<file path="config.mk">
export PLATFORM = sky130hd
export DESIGN_NAME = step_move_gate
export DESIGN_NICKNAME = d
export VERILOG_FILES = /design/src/rtl/step_move_gate.sv
export SDC_FILE = /design/constraint.sdc
export NUM_CORES = 1
export LEC_CHECK = 0
export ABC_AREA = 1
export CORE_MARGIN = 2
export CORE_UTILIZATION = 30
export CTS_CLUSTER_DIAMETER = 60
export DETAILED_ROUTE_END_ITERATION = 8
export HOLD_SLACK_MARGIN = 0.02
export PLACE_DENSITY = 0.61
export SETUP_SLACK_MARGIN = 0.4
export SLEW_MARGIN = 20
export SYNTH_ARGS = -nofsm -noshare
export SYNTH_HDL_FRONTEND = slang
export SYNTH_SLANG_ARGS = --single-unit
</file>
<file path="constraint.sdc">
create_clock -name clk -period 1.87 [get_ports clk]
set_clock_uncertainty 0.15 [all_clocks]
set_input_delay 0.187 -clock clk [delete_from_list [all_inputs] [get_ports clk]]
set_output_delay 0.187 -clock clk [all_outputs]
set_load 0.03 [all_outputs]
</file>
<file path="src/rtl/step_move_gate.sv">
// step_move_gate
//   Gates a free-running step strobe so that exactly one move's worth of
//   steps reaches the phase sequencer. A rising edge on start_key latches
//   the move size and direction. Steps are then passed until the target
//   count is reached or the move is aborted.
//
// Parameters
//   STEPS_QTR  full-step count for a quarter turn (>= 1)
//   CNT_W      step-counter width, 2^CNT_W > 8*STEPS_QTR
//
// Ports
//   clk        system clock, rising edge
//   rst        asynchronous active-low reset
//   step_in    one-cycle step strobe from the rate generator
//   start_key  move request level; its rising edge starts a move
//   turn_sel   move size: 0 quarter, 1 half, 2 three-quarter, 3 full turn
//   half_step  1 doubles the step count (half-step drive)
//   dir_in     requested direction, sampled in the start cycle only
//   abort      abort of the move in progress
//   step_out   gated step strobe (combinational)
//   dir_out    direction of the current/last move
//   busy       high while a move is running
//   done       one-cycle pulse on normal completion
//   aborted    one-cycle pulse after an abort
//   steps_done steps issued in the current/last move
module step_move_gate #(
  parameter int STEPS_QTR = 50,
  parameter int CNT_W     = 12
) (
  input  logic             clk,
  input  logic             rst,
  input  logic             step_in,
  input  logic             start_key,
  input  logic [1:0]       turn_sel,
  input  logic             half_step,
  input  logic             dir_in,
  input  logic             abort,
  output logic             step_out,
  output logic             dir_out,
  output logic             busy,
  output logic             done,
  output logic             aborted,
  output logic [CNT_W-1:0] steps_done
);

  typedef enum logic [1:0] {
    IDLE = 2'd0,
    RUN  = 2'd1,
    DONE = 2'd2
  } state_t;

  state_t           state;
  logic             start_prev;
  logic             start_edge;
  logic [CNT_W-1:0] target;
  logic [CNT_W-1:0] target_calc;
  logic [CNT_W-1:0] quarter_mult;

  // Rising edge of the move request, against last cycle's key level.
  assign start_edge = start_key & ~start_prev;

  // Step count of the requested move, quarters times the half-step factor.
  always_comb begin
    quarter_mult = CNT_W'(STEPS_QTR) * CNT_W'({1'b0, turn_sel} + 3'd1);
    if (half_step) begin
      target_calc = quarter_mult << 1;
    end else begin
      target_calc = quarter_mult;
    end
  end

  // Steps pass only while running; an abort strobe masks the coincident step.
  assign step_out = step_in & (state == RUN) & ~abort;

  // Move sequencing, step counting and registered status outputs.
  always_ff @(posedge clk or negedge rst) begin
    if (!rst) begin
      state      <= IDLE;
      start_prev <= 1'b0;
      target     <= '0;
      dir_out    <= 1'b0;
      steps_done <= '0;
      busy       <= 1'b0;
      done       <= 1'b0;
      aborted    <= 1'b0;
    end else begin
      start_prev <= start_key;
      done       <= 1'b0;
      aborted    <= 1'b0;
      case (state)
        IDLE: begin
          if (start_edge) begin
            state      <= RUN;
            target     <= target_calc;
            dir_out    <= dir_in;
            steps_done <= '0;
            busy       <= 1'b1;
          end
        end
        RUN: begin
          if (abort) begin
            state   <= IDLE;
            busy    <= 1'b0;
            aborted <= 1'b1;
          end else if (step_in) begin
            steps_done <= steps_done + CNT_W'(1);
            // Last step of the move: leave RUN so the count cannot exceed target.
            if (steps_done == target - CNT_W'(1)) begin
              state <= DONE;
              busy  <= 1'b0;
              done  <= 1'b1;
            end
          end
        end
        DONE: begin
          state <= IDLE;
        end
        default: begin
          state <= IDLE;
          busy  <= 1'b0;
        end
      endcase
    end
  end

endmodule

</file>
==> flow_summary_export.csv, run 1 <==
group,metric,value,unit
clocking,h-tree-depth,1,
timing,max_slew.worst_pin.slew,355.9,ps
drt,dr.pass1.iters,4,
yosys,netlist_area,1891,um^2
timing,max_slew_margin,76.27,%
global_route,antenna_found_initial,0,
drt,drc_errors,0,
yosys,syn_nets,277,
final_layout,multiInputGateArea,1261,um^2
clocking,postCtsHoldBufs,0,
yosys,synth_top_family_by_area,"simple AND/OR/NAND/NOR gates",
clocking,cts_root_buffer,"clkbuf_8",
floorplan,start_util,31.56,%
setup_path,critPathRequiredTime,1900,ps
global_route,grt_pass1_wl,8838,um
drt,drt_iter0_drc,99,
timing,rsz0062_at_grt,"true",
timing,hold_viol_final,0,
yosys,ys_ff_latch,28,
clocking,cts_tree,"yes",
power,leakagePower,1.333,nW
global_route,grt_pass1_vias,1825,
setup_path,slowest_stage,"dfrtp_1",
setup_path,cp_max_fo,3,
timing,hold_slack,97.26,ps
yosys,avgSynthCellArea,7.188,um^2
yosys,synth_xor_area_share,5.096,%
final_layout,nets,334,
placement,place_hpwl,3726,um
final_layout,syn2layout_area_growth,49.90,%
clocking,cts_buffers,3,
final_layout,seqCellArea,715.7,um^2
timing,maxSlewViolCount,0,
yosys,synthAdderAreaFrac,3.309,%
clocking,clk_latency,280,ps
timing,fmax,0.5806,GHz
power,ir_worst_vdd,0.3835,mV
global_route,grt_max_degree,29,
yosys,synth.distinct_cells,31,
final_layout,final_cells,394,
yosys,synth_compound_area_share,10.26,%
setup_path,slowest_delay,410,ps
final_layout,drive_above_1_share,37.62,%
yosys,synth_ff_type,"dfrtp_1",
setup_path,cpLargestDelayFamily,"simple AND/OR/NAND/NOR gates",
yosys,ys_seq_area_share,37.06,%
yosys,synth_cells,263,
drt,post_drt_via_cell_ratio,4.929,
drt,wl_per_cell,14.34,um
drt,vias,1942,
setup_path,worstPathArrival,1750,ps
floorplan,die_w,83.39,um
final_layout,final_cell_mix,"51 x nand2_1, 33 x inv_1, 21 x nor2_1, 21 x buf_4, 16 x dfrtp_1",
worst_hold_path,hp-class,"primary input to register",
final_layout,fill_cells,577,
placement,dp.cells,364,
floorplan,coreArea,5991,um^2
setup_path,path_buf_inv,1,
timing,fin_crit_sh,92.11,%
drt,drtAntennaViolNets,0,
yosys,synthSimpleGateAreaFrac,34.22,%
floorplan,ioPinCount,26,
placement,port_buffers,25,
placement,gp_congestion,0.8985,
drt,wl,5648,um
floorplan,dieArea,6953,um^2
setup_path,crit_chain,"inv_2, ha_4, nor2_2, a21oi_2, nand3_1, nor2_1, nand3_1, nor2_1, nand2_1, nand2_2, a21oi_1",
final_layout,layout_commonest_cell,"nand2_1",
job,cap_violations,0,
timing,setup_viol,0,
clocking,clockBufferDepth,2,
setup_path,cp-start-kind,"register",
setup_path,path_class,"register to register",
global_route,grt.total_usage,15.55,%
clocking,clkTransAtPathRegs,100,ps
timing,period_needed,1722,ps
clocking,cts_sinks,28,
setup_path,end_kind,"register",
yosys,synth_edf_count,0,
floorplan,rows,28,
yosys,async_reset_ff_share,100.0,%
yosys,synthMuxAreaShare,0,%
power,finalPower,0.002006,W
final_layout,antenna_cells,0,
timing,setup_tns,0,ps
floorplan,fp.dieH,83.39,um
yosys,synth_warnings,0,
power,power.density,707.9,nW/um^2
global_route,grt-ovfl-total,0,
status,status,"completed",
[cells by family after synthesis]
group / count (synthesis)
flops: 28
xor+xnor: 11
fa+ha+maj: 5
buf+inv: 46
compound gates: 34
simple gates: 139
[flip-flops by register name, indices dropped and copies added (netlist names)]
register and flops:
steps_done 12, target 9, state 2, aborted 1, busy 1, dir_out 1, done 1, start_prev 1
[layout make-up]
class | count | share of cell area, %
clock buffers | 4 | 1.943
inverters | 41 | 6.093
multi-input cells | 189 | 44.50
flip-flops and latches | 28 | 25.25
well taps | 75 | 3.311
repair buffers | 57 | 18.90
[report_power, final]
group / switching, W / internal, W / total, W
logic: 0.000477 / 0.000361 / 0.000837
registers: 0.000104 / 0.000675 / 0.000778
clock network: 0.000201 / 0.000189 / 0.000390
total: 0.000782 / 0.00122 / 0.00201
[per-layer routing]
metal  share of wire [%]  global-route usage (%)  vias to the layer above
li1                    -                       -                      967
met1                  46                   21.31                      921
met2                  48                   26.03                       47
met3                 3.9                   1.988                        7
met4                 1.3                   3.726                        0
met5                   0                       0                        -
[repair_timing]
action,4_1_cts,5_1_grt
cloned,0,1
gates resized for setup,69,58
setup buffers,12,13
pin swaps,10,18
endpoints found under the setup margin,35,32
[cell usage after synthesis, drive strengths merged (2+ instances only)]
cell type  count  area share (%)
nand2         61              13
inv           41             8.1
nor2          36             8.1
dfrtp         28              37
nand3         17             4.5
nor3          14             4.6
o21ai         14             3.7
a21oi         10             2.6
nand4          7             2.3
xor2           7             3.2
ha             5             3.3
buf            4             1.7
xnor2          4             1.9
o22ai          3            0.99
a221oi         2            0.93
o211ai         2            0.79
o31ai          2            0.79
[per-stage QoR]
| step | cell area, um^2 | setup slack [ps] | utilization, % |
|---|---|---|---|
| final | 2834 | 147.5 | 47.31 |
| after global routing | 2834 | -16.88 | 47.31 |
| after CTS | 2562 | 146.7 | 42.77 |
| after detailed placement | 2287 | 22.85 | 38.18 |
| after global placement | 2287 | 54.71 | 38.18 |
| after floorplan | 1937 | 299.5 | - |
[worst paths after layout]
path / startpoint / end / slack, ps / cells after the start
min in group asynchronous: rst / target[7] / 120 / 2
worst min-delay path: turn_sel[1] / target[6] / 100 / 2
worst max-delay path: target[2] / busy / 150 / 11
worst min register to register: dir_out / dir_out / 350 / 2
max in group asynchronous: rst / target[4] / 1160 / 2
worst max register to register: target[2] / busy / 150 / 11
No activity file was read; power rests on OpenSTA's default activity.
==> inputs of run 2 (changes only) <==
CORE_UTILIZATION = 25   (was 30)
PLACE_DENSITY = 0.55   (was 0.61)
==> flow_summary_export.csv, run 2 (synthesis results as in run 1) <==
group,metric,value,unit
setup_path,path_class,"register to register",
floorplan,fp.dieH,90.96,um
global_route,grt-ovfl-total,0,
power,ir_worst_vdd,0.5517,mV
timing,maxSlewViolCount,0,
floorplan,die_w,90.96,um
final_layout,nets,321,
global_route,grt_pass1_vias,1835,
clocking,clockBufferDepth,2,
timing,hold_viol_final,0,
setup_path,slowest_stage,"dfrtp_1",
floorplan,dieArea,8274,um^2
floorplan,ioPinCount,26,
timing,hold_slack,126.9,ps
drt,drc_errors,0,
timing,max_slew.worst_pin.slew,363.7,ps
timing,period_needed,1774,ps
final_layout,layout_commonest_cell,"nand2_1",
placement,placed_cell_area,2310,um^2
drt,post_drt_via_cell_ratio,4.600,
final_layout,largest_reg_flops,12,
drt,vias,1863,
setup_path,critPathRequiredTime,1930,ps
final_layout,finalInstanceArea,2623,um^2
clocking,clk_latency,290,ps
timing,fmax,0.5636,GHz
status,status,"completed",
clocking,clkTransAtPathRegs,100,ps
timing,rsz0062_at_grt,"true",
setup_path,crit_chain,"inv_2, ha_4, xnor2_1, nor3_1, nand3b_1, nor2_2, nand3_4, nor3_2",
placement,port_buffers,25,
power,finalPower,0.001885,W
power,power.density,718.6,nW/um^2
final_layout,regMostFlops,"steps_done",
clocking,cts_sinks,28,
drt,drt_iter0_drc,125,
setup_path,worstPathArrival,1830,ps
final_layout,final_cell_mix,"50 x nand2_1, 33 x inv_1, 21 x nor2_1",
floorplan,start_util,25.93,%
final_layout,syn2layout_area_growth,38.72,%
drt,drtAntennaViolNets,0,
drt,dr.pass1.iters,4,
global_route,grt.total_usage,13.39,%
final_layout,antenna_cells,0,
final_layout,final_util,35.96,%
power,leakagePower,1.188,nW
placement,gp_congestion,0.8560,
global_route,antenna_found_initial,0,
setup_path,cp-start-kind,"register",
setup_path,slowest_delay,410,ps
setup_path,cp_max_fo,3,
timing,setup_viol,0,
placement,place_hpwl,3928,um
clocking,cts_buffers,3,
setup_path,path_buf_inv,1,
floorplan,coreArea,7292,um^2
global_route,grt_max_degree,29,
timing,fin_crit_sh,94.89,%
final_layout,fill_cells,832,
drt,wl_per_cell,13.25,um
setup_path,end_kind,"register",
job,cap_violations,0,
clocking,cts_root_buffer,"clkbuf_8",
setup_path,cpLargestDelayFamily,"simple AND/OR/NAND/NOR gates",
clocking,cts_tree,"yes",
global_route,grt_pass1_wl,8894,um
clocking,h-tree-depth,1,
timing,max_slew_margin,75.75,%
final_layout,largestRegisters,"steps_done x12, target x9, state x2",
floorplan,rows,31,
final_layout,drive_above_1_share,31.37,%
drt,wl,5365,um
worst_hold_path,hp-class,"primary input to async pin",
-- run 2: cell types whose count changed in the layout (fill, tap and decap cells not counted), moves of 3 or more --
cell and delta:
nand3_1 +3, nand3_2 -4, o21ai_0 +6, o21ai_1 -4
buf_4 -4, buf_6 -6
-- run 2: per-stage QoR --
stage / setup WS [ps] / cells / TNS [ps]
floorplan: 299.5 / 263 / 0
global placement: 29.99 / 387 / 0
detailed placement: -13.06 / 387 / -13.06
CTS: 133.3 / 403 / 0
global route: -15.14 / 405 / -26.10
finish: 95.56 / 405 / 0
-- run 2: layer usage --
| metal | track usage (%) | up-vias | share of wire (%) | routed length, um |
|---|---|---|---|---|
| li1 | - | 941 | - | - |
| met1 | 18.36 | 885 | 49 | 2608 |
| met2 | 21.79 | 33 | 46 | 2494 |
| met3 | 2.490 | 4 | 4.1 | 222 |
| met4 | 3.283 | 0 | 0.75 | 40 |
| met5 | 0 | - | 0 | 0 |
-- run 2: power breakdown --
group | leakage, nW | switching (W) | internal [W]
registers | 0.349 | 0.000100 | 0.000676
logic | 0.817 | 0.000448 | 0.000302
clock network | 0.0228 | 0.000206 | 0.000154
-- run 2: final timing paths --
check	startpoint	to	slack, ps	cells past startpoint
worst max-delay path	target[2]	state[1]	100	8
worst min-delay path	rst	steps_done[10]	130	2
worst max register to register	target[2]	state[1]	100	8
worst min register to register	dir_out	dir_out	340	2
max in group asynchronous	rst	target[3]	1150	2
min in group clk	turn_sel[1]	target[6]	160	2
-- run 2: area by class of cell --
| type | instances | area (um^2) | area share, % |
|---|---|---|---|
| Inverter | 41 | 157.7 | 6.011 |
| Multi-Input combinational cell | 189 | 1196 | 45.61 |
| Timing Repair Buffer | 43 | 376.6 | 14.36 |
| Sequential cell | 28 | 715.7 | 27.29 |
| Tap cell | 99 | 123.9 | 4.723 |
| Clock buffer | 4 | 45.04 | 1.718 |
| Timing Repair inverter | 1 | 7.507 | 0.2863 |
-- run 2: repair_timing --
item / 4_1_cts / 5_1_grt
buffers inserted: 11 / 2
setup endpoints to repair: 41 / 29
pin swaps: 5 / 7
cloned: 1 / 0
gates resized for setup: 63 / 42
hold buffers: 0 / 0
==> inputs of run 3 (changes only) <==
SKIP_LAST_GASP = 1   (was not set)
==> flow_summary_export.csv, run 3 (synthesis results as in run 1) <==
group,metric,value,unit
clocking,cts_buffers,3,
drt,wl_per_cell,13.21,um
setup_path,slowest_stage,"dfrtp_1",
timing,hold_viol_final,0,
setup_path,slowest_delay,410,ps
floorplan,fp.dieH,90.96,um
drt,post_drt_via_cell_ratio,4.600,
placement,place_hpwl,3928,um
final_layout,largest_reg_flops,12,
drt,drc_errors,0,
timing,period_needed,1773,ps
setup_path,worstRegToRegCells,8,
final_layout,largestRegisters,"steps_done x12, target x9, state x2",
placement,gp_congestion,0.8560,
global_route,grt-ovfl-total,0,
final_layout,antenna_cells,0,
timing,layout_setup_ws,96.69,ps
final_layout,final_util,35.95,%
drt,drt_iter0_drc,137,
global_route,grt_pass1_vias,1835,
job,cap_violations,0,
floorplan,rows,31,
power,finalPower,0.001880,W
floorplan,start_util,25.93,%
drt,dr.pass1.iters,4,
final_layout,final_cell_mix,"50 x nand2_1, 34 x inv_1, 21 x nor2_1",
setup_path,end_kind,"register",
global_route,antenna_found_initial,0,
drt,wl,5351,um
timing,maxSlewViolCount,0,
floorplan,dieArea,8274,um^2
setup_path,worstPathArrival,1830,ps
clocking,cts_sinks,28,
global_route,grt_max_degree,29,
timing,setup_viol,0,
setup_path,crit_chain,"inv_2, ha_4, xnor2_1, nor3_1, nand3b_1, nor2_2, nand3_4, nor3_2",
timing,max_slew.worst_pin.slew,364.6,ps
power,leakagePower,1.190,nW
final_layout,layout_commonest_cell,"nand2_1",
timing,rsz0062_at_grt,"true",
timing,fin_crit_sh,94.83,%
power,ir_worst_vdd,0.5508,mV
drt,vias,1863,
placement,port_buffers,25,
final_layout,regMostFlops,"steps_done",
clocking,clk_latency,290,ps
timing,fmax,0.5639,GHz
setup_path,path_class,"register to register",
worst_hold_path,hp-class,"primary input to async pin",
global_route,grt.total_usage,13.39,%
clocking,clockBufferDepth,2,
clocking,cts_root_buffer,"clkbuf_8",
floorplan,die_w,90.96,um
placement,place_ws,-13.06,ps
final_layout,nets,321,
timing,max_slew_margin,75.69,%
clocking,h-tree-depth,1,
global_route,grt_pass1_wl,8894,um
floorplan,ioPinCount,26,
clocking,clkTransAtPathRegs,100,ps
setup_path,cp_max_fo,3,
status,status,"completed",
final_layout,syn2layout_area_growth,38.65,%
drt,drtAntennaViolNets,0,
setup_path,cp-start-kind,"register",
final_layout,drive_above_1_share,30.72,%
setup_path,critPathRequiredTime,1930,ps
power,power.density,717.3,nW/um^2
floorplan,coreArea,7292,um^2
clocking,cts_tree,"yes",
==> run 3: cell count changes in the layout (fill, tap and decap cells not counted) <==
cell     previous run  this run
o21ai_1             5         2
o21ai_0             9        12
inv_2               7         6
dfrtp_2            12        11
dfrtp_1            16        17
inv_1              33        34
==> run 3: layout make-up <==
type	count	area (um^2)
well taps	99	123.9
fillers	833	4671
repair buffers	43	376.6
clock buffers	4	45.04
repair inverters	1	7.507
inverters	41	157.7
flip-flops and latches	28	714.4
multi-input cells	189	1196
==> run 3: what timing repair did <==
action                     CTS  global route
pin swaps                    5             7
setup buffers               11             2
setup endpoints to repair   41            29
gates resized for setup     63            37
hold buffers                 0             0
gates cloned                 1             0
==> run 3: final timing paths <==
| kind | slack (ps) | start | end |
|---|---|---|---|
| max in group asynchronous | 1150 | rst | target[3] |
| worst max register to register | 100 | target[2] | state[1] |
| worst max-delay path | 100 | target[2] | state[1] |
| worst min-delay path | 130 | rst | steps_done[10] |
| min in group clk | 170 | turn_sel[1] | target[6] |
| worst min register to register | 340 | dir_out | dir_out |
==> run 3: layer usage <==
layer	vias up	track usage, %	share of wire [%]
met5	-	0	0
met4	0	3.283	0.75
met3	4	2.490	4.4
met2	40	21.79	46
met1	878	18.36	49
li1	941	-	-
==> run 3: through the flow <==
stage | instance area [um^2] | TNS [ps] | hold WS, ps | cells
after floorplan | 1937 | 0 | -258.6 | 263
after global placement | 2310 | 0 | 318.3 | 387
after detailed placement | 2310 | -13.06 | 313.9 | 387
after CTS | 2537 | 0 | 143.2 | 403
after global routing | 2621 | -38.98 | 155.6 | 405
final | 2621 | 0 | 127.3 | 405
==> run 3: power breakdown <==
group          internal [W]  switching, W  leakage, nW
clock network      0.000154      0.000206       0.0228
logic              0.000300      0.000446        0.818
registers          0.000675      0.000101        0.350
==> run 3: critical path: cells and delay by family, from the launching register on <==
kind                       cells  cell delay (ps)
adders and majority gates      1              250
buffers and inverters          1               60
and+or+nand+nor                5              700
DFF                            1              410
xor gates and xnor gates       1              120
